--- src/rtl/multicycle_ctrl.sv ---
// Multi-cycle control FSM for the RV32I-subset core: sequences fetch, decode,
// execute, memory and writeback over one shared single-port memory.
module multicycle_ctrl #(
   parameter int CNT_W = 32
) (
   input  logic             clk,
   input  logic             rst_n,
   input  logic [6:0]       ir_opcode,
   input  logic             branch_taken,
   input  logic             mem_ready,
   output logic             mem_req,
   output logic             mem_we,
   output logic             addr_sel,
   output logic             ir_write,
   output logic [1:0]       imm_sel,
   output logic             alu_src_a,
   output logic             alu_src_b,
   output logic [1:0]       alu_op,
   output logic             wb_sel,
   output logic             reg_write,
   output logic             pc_write,
   output logic             pc_sel,
   output logic             instr_done,
   output logic             trap,
   output logic [CNT_W-1:0] instret,
   output logic [2:0]       state_dbg
);

   typedef enum logic [2:0] {
      IDLE      = 3'd0,
      FETCH     = 3'd1,
      DECODE    = 3'd2,
      EXECUTE   = 3'd3,
      MEM       = 3'd4,
      WRITEBACK = 3'd5,
      TRAP      = 3'd6
   } state_t;

   localparam logic [6:0] OPC_OP     = 7'b0110011;
   localparam logic [6:0] OPC_OP_IMM = 7'b0010011;
   localparam logic [6:0] OPC_LOAD   = 7'b0000011;
   localparam logic [6:0] OPC_STORE  = 7'b0100011;
   localparam logic [6:0] OPC_BRANCH = 7'b1100011;
   localparam logic [6:0] OPC_LUI    = 7'b0110111;

   state_t     state;
   logic       is_op, is_op_imm, is_load, is_store, is_branch, is_lui, is_legal;
   logic [1:0] imm_fmt;

   assign is_op     = (ir_opcode == OPC_OP);
   assign is_op_imm = (ir_opcode == OPC_OP_IMM);
   assign is_load   = (ir_opcode == OPC_LOAD);
   assign is_store  = (ir_opcode == OPC_STORE);
   assign is_branch = (ir_opcode == OPC_BRANCH);
   assign is_lui    = (ir_opcode == OPC_LUI);
   assign is_legal  = is_op | is_op_imm | is_load | is_store | is_branch | is_lui;

   // IR is stable from DECODE until retirement, so the format can be decoded live.
   assign imm_fmt = is_store  ? 2'b01 :
                    is_branch ? 2'b10 :
                    is_lui    ? 2'b11 : 2'b00;

   assign state_dbg = state;

   // NOTE: sequential state uses non-blocking assignments so every register
   // samples pre-edge values; reset here is synchronous, sampled on the edge.
   always_ff @(posedge clk) begin
      if (!rst_n) begin
         state   <= IDLE;
         instret <= '0;
      end else begin
         if (instr_done) instret <= instret + CNT_W'(1);
         unique case (state)
            IDLE:      state <= FETCH;
            FETCH:     if (mem_ready) state <= DECODE;
            DECODE:    state <= is_legal ? EXECUTE : TRAP;
            EXECUTE: begin
               if (is_branch)                 state <= FETCH;
               else if (is_load || is_store)  state <= MEM;
               else                           state <= WRITEBACK;
            end
            MEM:       if (mem_ready) state <= is_store ? FETCH : WRITEBACK;
            WRITEBACK: state <= FETCH;
            TRAP:      state <= TRAP;
            default:   state <= IDLE;
         endcase
      end
   end

   // NOTE: every output gets a default before the case so no path leaves a
   // signal unassigned, which would otherwise infer a latch.
   always_comb begin
      mem_req    = 1'b0;
      mem_we     = 1'b0;
      addr_sel   = 1'b0;
      ir_write   = 1'b0;
      imm_sel    = 2'b00;
      alu_src_a  = 1'b0;
      alu_src_b  = 1'b0;
      alu_op     = 2'b00;
      wb_sel     = 1'b0;
      reg_write  = 1'b0;
      pc_write   = 1'b0;
      pc_sel     = 1'b0;
      instr_done = 1'b0;
      trap       = 1'b0;
      unique case (state)
         FETCH: begin
            mem_req  = 1'b1;
            ir_write = mem_ready;
         end
         DECODE: imm_sel = imm_fmt;
         EXECUTE: begin
            imm_sel = imm_fmt;
            if (is_branch) begin
               alu_op     = 2'b01;
               pc_write   = 1'b1;
               pc_sel     = branch_taken;
               instr_done = 1'b1;
            end else if (is_op || is_op_imm) begin
               alu_src_b = is_op_imm;
               alu_op    = 2'b10;
            end else begin
               alu_src_a = is_lui;
               alu_src_b = 1'b1;
            end
         end
         MEM: begin
            imm_sel  = imm_fmt;
            mem_req  = 1'b1;
            addr_sel = 1'b1;
            mem_we   = is_store;
            if (mem_ready && is_store) begin
               pc_write   = 1'b1;
               instr_done = 1'b1;
            end
         end
         WRITEBACK: begin
            imm_sel    = imm_fmt;
            reg_write  = 1'b1;
            wb_sel     = is_load;
            pc_write   = 1'b1;
            instr_done = 1'b1;
         end
         TRAP:    trap = 1'b1;
         default: ;
      endcase
   end

endmodule

--- config.mk ---
export PLATFORM = sky130hd
export DESIGN_NAME = multicycle_ctrl
export DESIGN_NICKNAME = d
export VERILOG_FILES = /design/src/rtl/multicycle_ctrl.sv
export SDC_FILE = /design/constraint.sdc
export NUM_CORES = 1
export LEC_CHECK = 0
export CORE_AREA = 2 2 69 71
export DETAILED_ROUTE_END_ITERATION = 10
export DIE_AREA = 0 0 71 73
export PLACE_DENSITY = 0.78
export SLEW_MARGIN = 0
export SYNTH_ARGS = -nofsm -noshare
export SYNTH_HDL_FRONTEND = slang
export SYNTH_SLANG_ARGS = --single-unit
--- constraint.sdc ---
create_clock -name clk -period 2.71 [get_ports clk]
set_input_delay 0.542 -clock clk [delete_from_list [all_inputs] [get_ports clk]]
set_output_delay 0.542 -clock clk [all_outputs]
set_load 0.01 [all_outputs]
==> results.cfg, run 1 <==
[run_status]
run_status = complete, no violations

[yosys]
synth_cells = 250
yosysUniqueCellTypes = 39
synth-seq-cells = 35
synth_compound_gate_area_share = 0.221
net_count_after_synthesis = 262
synth_enable_flop_cells = 0
netlist_top_cells_area = sky130_fd_sc_hd__dfxtp_1 35%, sky130_fd_sc_hd__a21oi_1 8.0%, sky130_fd_sc_hd__or3_1 5.3%
synth_fa_ha_area_frac = 0.00627
yosys.area.top_type_share = 0.351
yosysMostFrequentCell = sky130_fd_sc_hd__dfxtp_1
synth_top_area_cell = sky130_fd_sc_hd__dfxtp_1
syn_area_um2 = 2000
combinational_family_with_the_most_area_after_synthesis = simple AND/OR/NAND/NOR gates
synth-main-ff-cell = sky130_fd_sc_hd__dfxtp_1
async_reset_ff_frac = 0
syn_area_per_cell_um2 = 7.98
synthXorXnorAreaFrac = 0.0219
synthSimpleGateAreaFrac = 0.329
yosysSeqAreaShare = 0.351
yosys_warnings = 0
synthTopCellsByCount = 35 x sky130_fd_sc_hd__dfxtp_1, 32 x sky130_fd_sc_hd__a21oi_1, 21 x sky130_fd_sc_hd__o21ai_0
synth.area.mux_share = 0.0100

[detailed_routing]
vias = 2115
routed_wire_length_um = 4840
route.detailed.vias_per_inst = 5.57
drt-pass1-iter-count = 4
dr.first_iter.drc_count = 104
detail_route.wl_per_cell_um = 12.7
remaining_drc_errors = 0
route.antenna.remaining_nets = 0

[cells_and_area]
filler_cell_count = 418
layout.nets = 337
syn2layout_area_growth_pct = 43.6
post_route_cells_drive_above_1_share = 0.110
layout.core_utilization = 0.632
layout.cells.non_filler = 380
antennaDiodeCount = 0

[grt]
vias_in_the_first_global_route = 1924
grt_start_max_net_pins = 30
grt_overflow_total = 0
wire_length_of_the_first_global_routing_pass_um = 8170
grt_usage = 0.197
antenna_found_initial = 0

[sta]
worst_clock_skew_ps = 6.01
worst_hold_slack_ps = 491
worst-slew-pin-transition_ps = 644
setup_repair_after_global_routing_missed_its_margin = false
timing.final.max_slew_violations = 0
post-route-period-util = 0.958
setup_viol = 0
maxSlewHeadroom = 0.570
post-route-min-period_ps = 2600
fmax_ghz = 0.385
finalHoldViolCount = 0

[place]
gpl.final_weighted_congestion = 0.909
dp_cells = 372
placement.io_buffers = 61
hpwl_um = 3570

[pwr]
vdd.ir_drop.worst_mv = 0.177
power_frac_comb = 0.128
power_leakage_nw = 1.01
p_int_w = 0.000772
power.net_switching_w = 0.000254
power.share.clock = 0.354
power_density_nw_per_um2 = 358
total_power_draw_w = 0.00103
p_seq_frac = 0.518
power_switching_share = 0.247

[clocking]
clk-insertion-delay-late_ps = 290
tritoncts_clock_tree = built
cts.repair_timing.setup_buffer_count = 0
cts_buffers = 5
worst_setup_hold_path_clk_slew_ps = 60
cts_root_buffer = sky130_fd_sc_hd__clkbuf_8
clock_sink_count = 35
clock_buffer_depth = 2
htree_levels = 2

[min_path]
min_path_cells = 2
hp-class = reg2reg

[critical_path]
timing.critical_path.slowest_cell_delay_ps = 430
critical_path_arrival_ps = 2060
cell_count_of_the_worst_reg_to_reg_path = 7
criticalPathCategory = in2out
cpMaxStageDelayCell = sky130_fd_sc_hd__clkdlybuf4s50_1
path_cells = clkdlybuf4s50_1, nand4bb_4, or3_1, nor3b_1, dlygate4sd2_1
crit_path_max_fanout = 3
critical_path.endpoint_type = output pin
worstSetupStartpointType = input pin
required_time_at_the_endpoint_of_the_critical_path_ps = 2170

[die]
chipWidth_um = 71
starting_density_of_the_core = 0.440
die_area_um2 = 5180
floorplan.io_pins = 62
dieHeight_um = 73
core-area_um2 = 4540
floorplan.rows = 25

[run]
drv.max_cap_violation_count = 0
layer usage:
metal | GRT usage | routed length [um]
met1 | 0.223 | 2130
met2 | 0.346 | 2290
met3 | 0.0511 | 324
met4 | 0.0943 | 94
met5 | 0 | 0
area by class of cell:
type                            instances  area, um2  area share
Timing Repair Buffer                   81        772       0.269
Sequential cell                        35        701       0.244
Multi-Input combinational cell        189       1200       0.417
Tap cell                               54       67.6      0.0236
Clock inverter                          1       5.00     0.00175
Inverter                               13       48.8      0.0170
Clock buffer                            7       76.3      0.0266
flip-flops by register name, summed over array words and instances (netlist names):
signal / flops
state_dbg: 3
instret: 32
placed cells by master, fill, tap and decap left out, types with 2 or more instances in the layout:
| cell type | n |
|---|---|
| sky130_fd_sc_hd__xor2_1 | 3 |
| sky130_fd_sc_hd__inv_1 | 13 |
| sky130_fd_sc_hd__nor4_2 | 2 |
| sky130_fd_sc_hd__o31ai_1 | 14 |
| sky130_fd_sc_hd__buf_4 | 19 |
| sky130_fd_sc_hd__or4_1 | 13 |
| sky130_fd_sc_hd__dlymetal6s2s_1 | 3 |
| sky130_fd_sc_hd__clkbuf_1 | 2 |
| sky130_fd_sc_hd__o21ai_0 | 21 |
| sky130_fd_sc_hd__nand3b_1 | 2 |
| sky130_fd_sc_hd__nor2b_1 | 4 |
| sky130_fd_sc_hd__nor2_1 | 16 |
| sky130_fd_sc_hd__clkbuf_8 | 5 |
| sky130_fd_sc_hd__o21a_1 | 2 |
| sky130_fd_sc_hd__a21oi_1 | 31 |
| sky130_fd_sc_hd__and2_1 | 4 |
| sky130_fd_sc_hd__nor3_1 | 2 |
| sky130_fd_sc_hd__nand3_1 | 10 |
| sky130_fd_sc_hd__xnor2_1 | 2 |
| sky130_fd_sc_hd__or3_1 | 17 |
| sky130_fd_sc_hd__mux2i_1 | 2 |
| sky130_fd_sc_hd__dlygate4sd2_1 | 7 |
| sky130_fd_sc_hd__nor3b_1 | 3 |
| sky130_fd_sc_hd__nand2b_1 | 3 |
| sky130_fd_sc_hd__nand4_1 | 6 |
| sky130_fd_sc_hd__nand2_1 | 16 |
| sky130_fd_sc_hd__dfxtp_1 | 35 |
| sky130_fd_sc_hd__clkdlybuf4s50_1 | 51 |
metrics by stage:
step	setup slack [ps]	area, um2	TNS [ps]
6_report	113	2870	0
5_1_grt	3.39	2870	0
4_1_cts	-62.4	2860	-62.4
3_5_place_dp	-184	2770	-2910
3_3_place_gp	-150	2770	-1750
2_1_floorplan	551	2000	0
cell families (layout without fill, tap and decap cells):
family / after synthesis / count (layout)
AND/OR/NAND/NOR: 109 / 109
AO/OA/AOI/OAI: 72 / 72
flip-flops: 35 / 35
buffers and inverters: 26 / 102
XOR/XNOR: 5 / 5
multiplexers: 2 / 2
adder cells (fa/ha/maj): 1 / 1
worst max-delay path: cells and delay by family:
family                 cells  cell delay, ps
and+or+nand+nor            3             790
buffers and inverters      2             720
path summary, 6_finish.rpt:
check	end	slack, ps	start
max	wb_sel	110	ir_opcode[3]
min	instret[31]	490	instret[31]
max reg2reg	instret[8]	460	state_dbg[0]
min reg2reg	instret[31]	490	instret[31]
power by group through the flow:
stage,sequential (W),combinational (W),clock (W)
global route,0.000532,0.000144,0.000387
detailed placement,0.000543,0.000130,0
floorplan,0.000540,0.0000612,0
finish,0.000532,0.000131,0.000363
global placement,0.000543,0.000130,0
CTS,0.000532,0.000132,0.000370
timing repair:
item | in CTS | in global routing
gates resized for setup | 8 | 4
setup endpoints to repair | 7 | 5
gates cloned | 0 | 0
hold buffers | 0 | 0
(Power assumes the default switching activity.)
==> run 2: changes to the inputs <==
--- a/config.mk
+++ b/config.mk
@@ -6,10 +6,10 @@
 export NUM_CORES = 1
 export LEC_CHECK = 0
 export CORE_AREA = 2 2 69 71
+export CTS_CLUSTER_SIZE = 24
 export DETAILED_ROUTE_END_ITERATION = 10
 export DIE_AREA = 0 0 71 73
 export PLACE_DENSITY = 0.78
-export SLEW_MARGIN = 0
 export SYNTH_ARGS = -nofsm -noshare
 export SYNTH_HDL_FRONTEND = slang
 export SYNTH_SLANG_ARGS = --single-unit
==> results of run 2 <==
Same layout as run 1: the final DEF is identical, and so are final timing and power.
==> RTL edit: new RTL, settings of run 1 <==
Reset style: asynchronous (`rst_n`), changed in one clocked block.
--- a/src/rtl/multicycle_ctrl.sv
+++ b/src/rtl/multicycle_ctrl.sv
@@ -66,3 +66,3 @@
    // samples pre-edge values; reset here is synchronous, sampled on the edge.
-   always_ff @(posedge clk) begin
+   always_ff @(posedge clk or negedge rst_n) begin
       if (!rst_n) begin
Check against the original RTL: differs if rst_n is asserted again (counterexample within 4 cycles, from zero or initial values and one cycle with rst_n low); with rst_n held inactive, the same outputs for 10 cycles.
==> RTL edit against run 1 <==
  * Synthesized cell count is 21% lower
  * Die area stayed put
  * Critical path depth stayed put
  * Global-route usage is 0.056 points higher
  * Worst setup slack worse by 0.052 ns
  * Sequential cell count stayed put
  * Design area is 2.9% higher
  * Worst hold slack worse by 0.017 ns
  * Synthesized area is 0.50% higher
  * Routed wire length is 3.1% higher
  * Critical endpoint is now mem_we
Power is not compared: it rests on default switching activity, and its combinational part moved more than twofold at a synthesized area within 25%.
==> RTL edit: results <==
{
  "run_status": "completed",
  "place_hpwl_microns": 3660,
  "port_buffers": 61,
  "grt_max_degree": 36,
  "synth_cell_type_count": 44,
  "place_area_sq_um": 2810,
  "worstHoldStart": "instret[31]",
  "drt_iter0_drc": 97,
  "crit_arrival_ns": 2.11,
  "synth_seq_area_share": 0.437,
  "via_per_inst": 5.34,
  "r2r_end": "instret[12]",
  "r2r_start": "state_dbg[2]",
  "critPathMaxFanout": 4,
  "grt_pass1_vias": 1743,
  "track_usage": 0.197,
  "ys_top_cells_by_count": "dfrtp_1, nand2_1, xnor2_1, xor2_1",
  "worst_pin_slew_ns": 0.654,
  "nFillCells": 363,
  "powerDensity_nw_per_um2": 562,
  "hold_class": "reg -> reg",
  "cts_tree": "built",
  "detailedRoute.firstPassIterationCount": 4,
  "grt_pass1_wl_microns": 8070,
  "synth.area.top_cells": "dfrtp_1, xnor2_1, xor2_1",
  "crit_path_start_kind": "input pin",
  "synthArstFlopShare": 1.00,
  "hold_end": "instret[31]",
  "fin_nets": 295,
  "endpoint": "mem_we",
  "antenna_cells": 0,
  "skew_ns": 0.00399,
  "r2r_cells": 5,
  "r2r_setup_slack_ns": 0.57,
  "min_path_cells": 1,
  "crit_start": "ir_opcode[5]",
  "routed_wl_microns": 4990,
  "clk_path_buf_depth": 2,
  "largest-register": "instret",
  "gp_congestion": 0.864,
  "p_comb_w": 0.000644,
  "syn-num-nets": 211,
  "drive_gt1_frac": 0.177,
  "ys.flop_type": "dfrtp_1"
}
## RTL edit: changes by cell type in the layout (fill, tap and decap cells not counted), moves of 14 or more
cell            run 1  this run
a21oi_1            31         2
xnor2_1             2        16
or3_1              17         1
o31ai_1            14         0
o21ai_0            21         4
dfxtp_1            35         0
dfrtp_1             0        34
## RTL edit: per-layer routing
layer  part of all wire  GRT usage  routed length [microns]
met5                  0          0                        0
met4              0.019     0.0818                       95
met3              0.063     0.0470                      312
met2               0.49      0.333                     2460
met1               0.43      0.244                     2120
## RTL edit: what timing repair did
| action | CTS | global route |
|---|---|---|
| hold buffers | 0 | 0 |
| setup endpoints to repair | 7 | 9 |
| buffers inserted | 1 | 0 |
| resized for setup | 4 | 17 |
| pin swaps | 1 | 0 |
## RTL edit: cells by family after synthesis
family / count (synthesis) / share of synthesized area
AOI/OAI and AO/OA: 16 / 0.0530
xor gates and xnor gates: 32 / 0.140
adders and majority gates: 2 / 0.0125
buffers and inverters: 12 / 0.0312
DFF: 35 / 0.437
muxes: 1 / 0.00561
and+or+nand+nor: 100 / 0.321
## RTL edit: critical path, cell delays in order
cell             delay, ns
clkdlybuf4s50_1       0.52
nor3b_2               0.22
buf_4                 0.15
and3_1                0.15
clkdlybuf4s50_1       0.53
## RTL edit: through the flow
stage	util	cells	hold WS [ns]	worst slack, ns
after global routing	0.650	337	0.493	-0.00992
after floorplan	-	198	0.246	0.360
after global placement	0.618	328	0.458	-0.274
after detailed placement	0.618	328	0.467	-0.311
after CTS	0.639	337	0.476	-0.198
final	0.650	337	0.474	0.0606
## RTL edit: area by class of cell
cell class / instances / share of cell area
clock buffers: 7 / 0.0259
clock inverters: 1 / 0.00170
inverters: 5 / 0.00636
multi-input cells: 151 / 0.375
flip-flops and latches: 35 / 0.297
well taps: 54 / 0.0229
repair buffers: 84 / 0.271
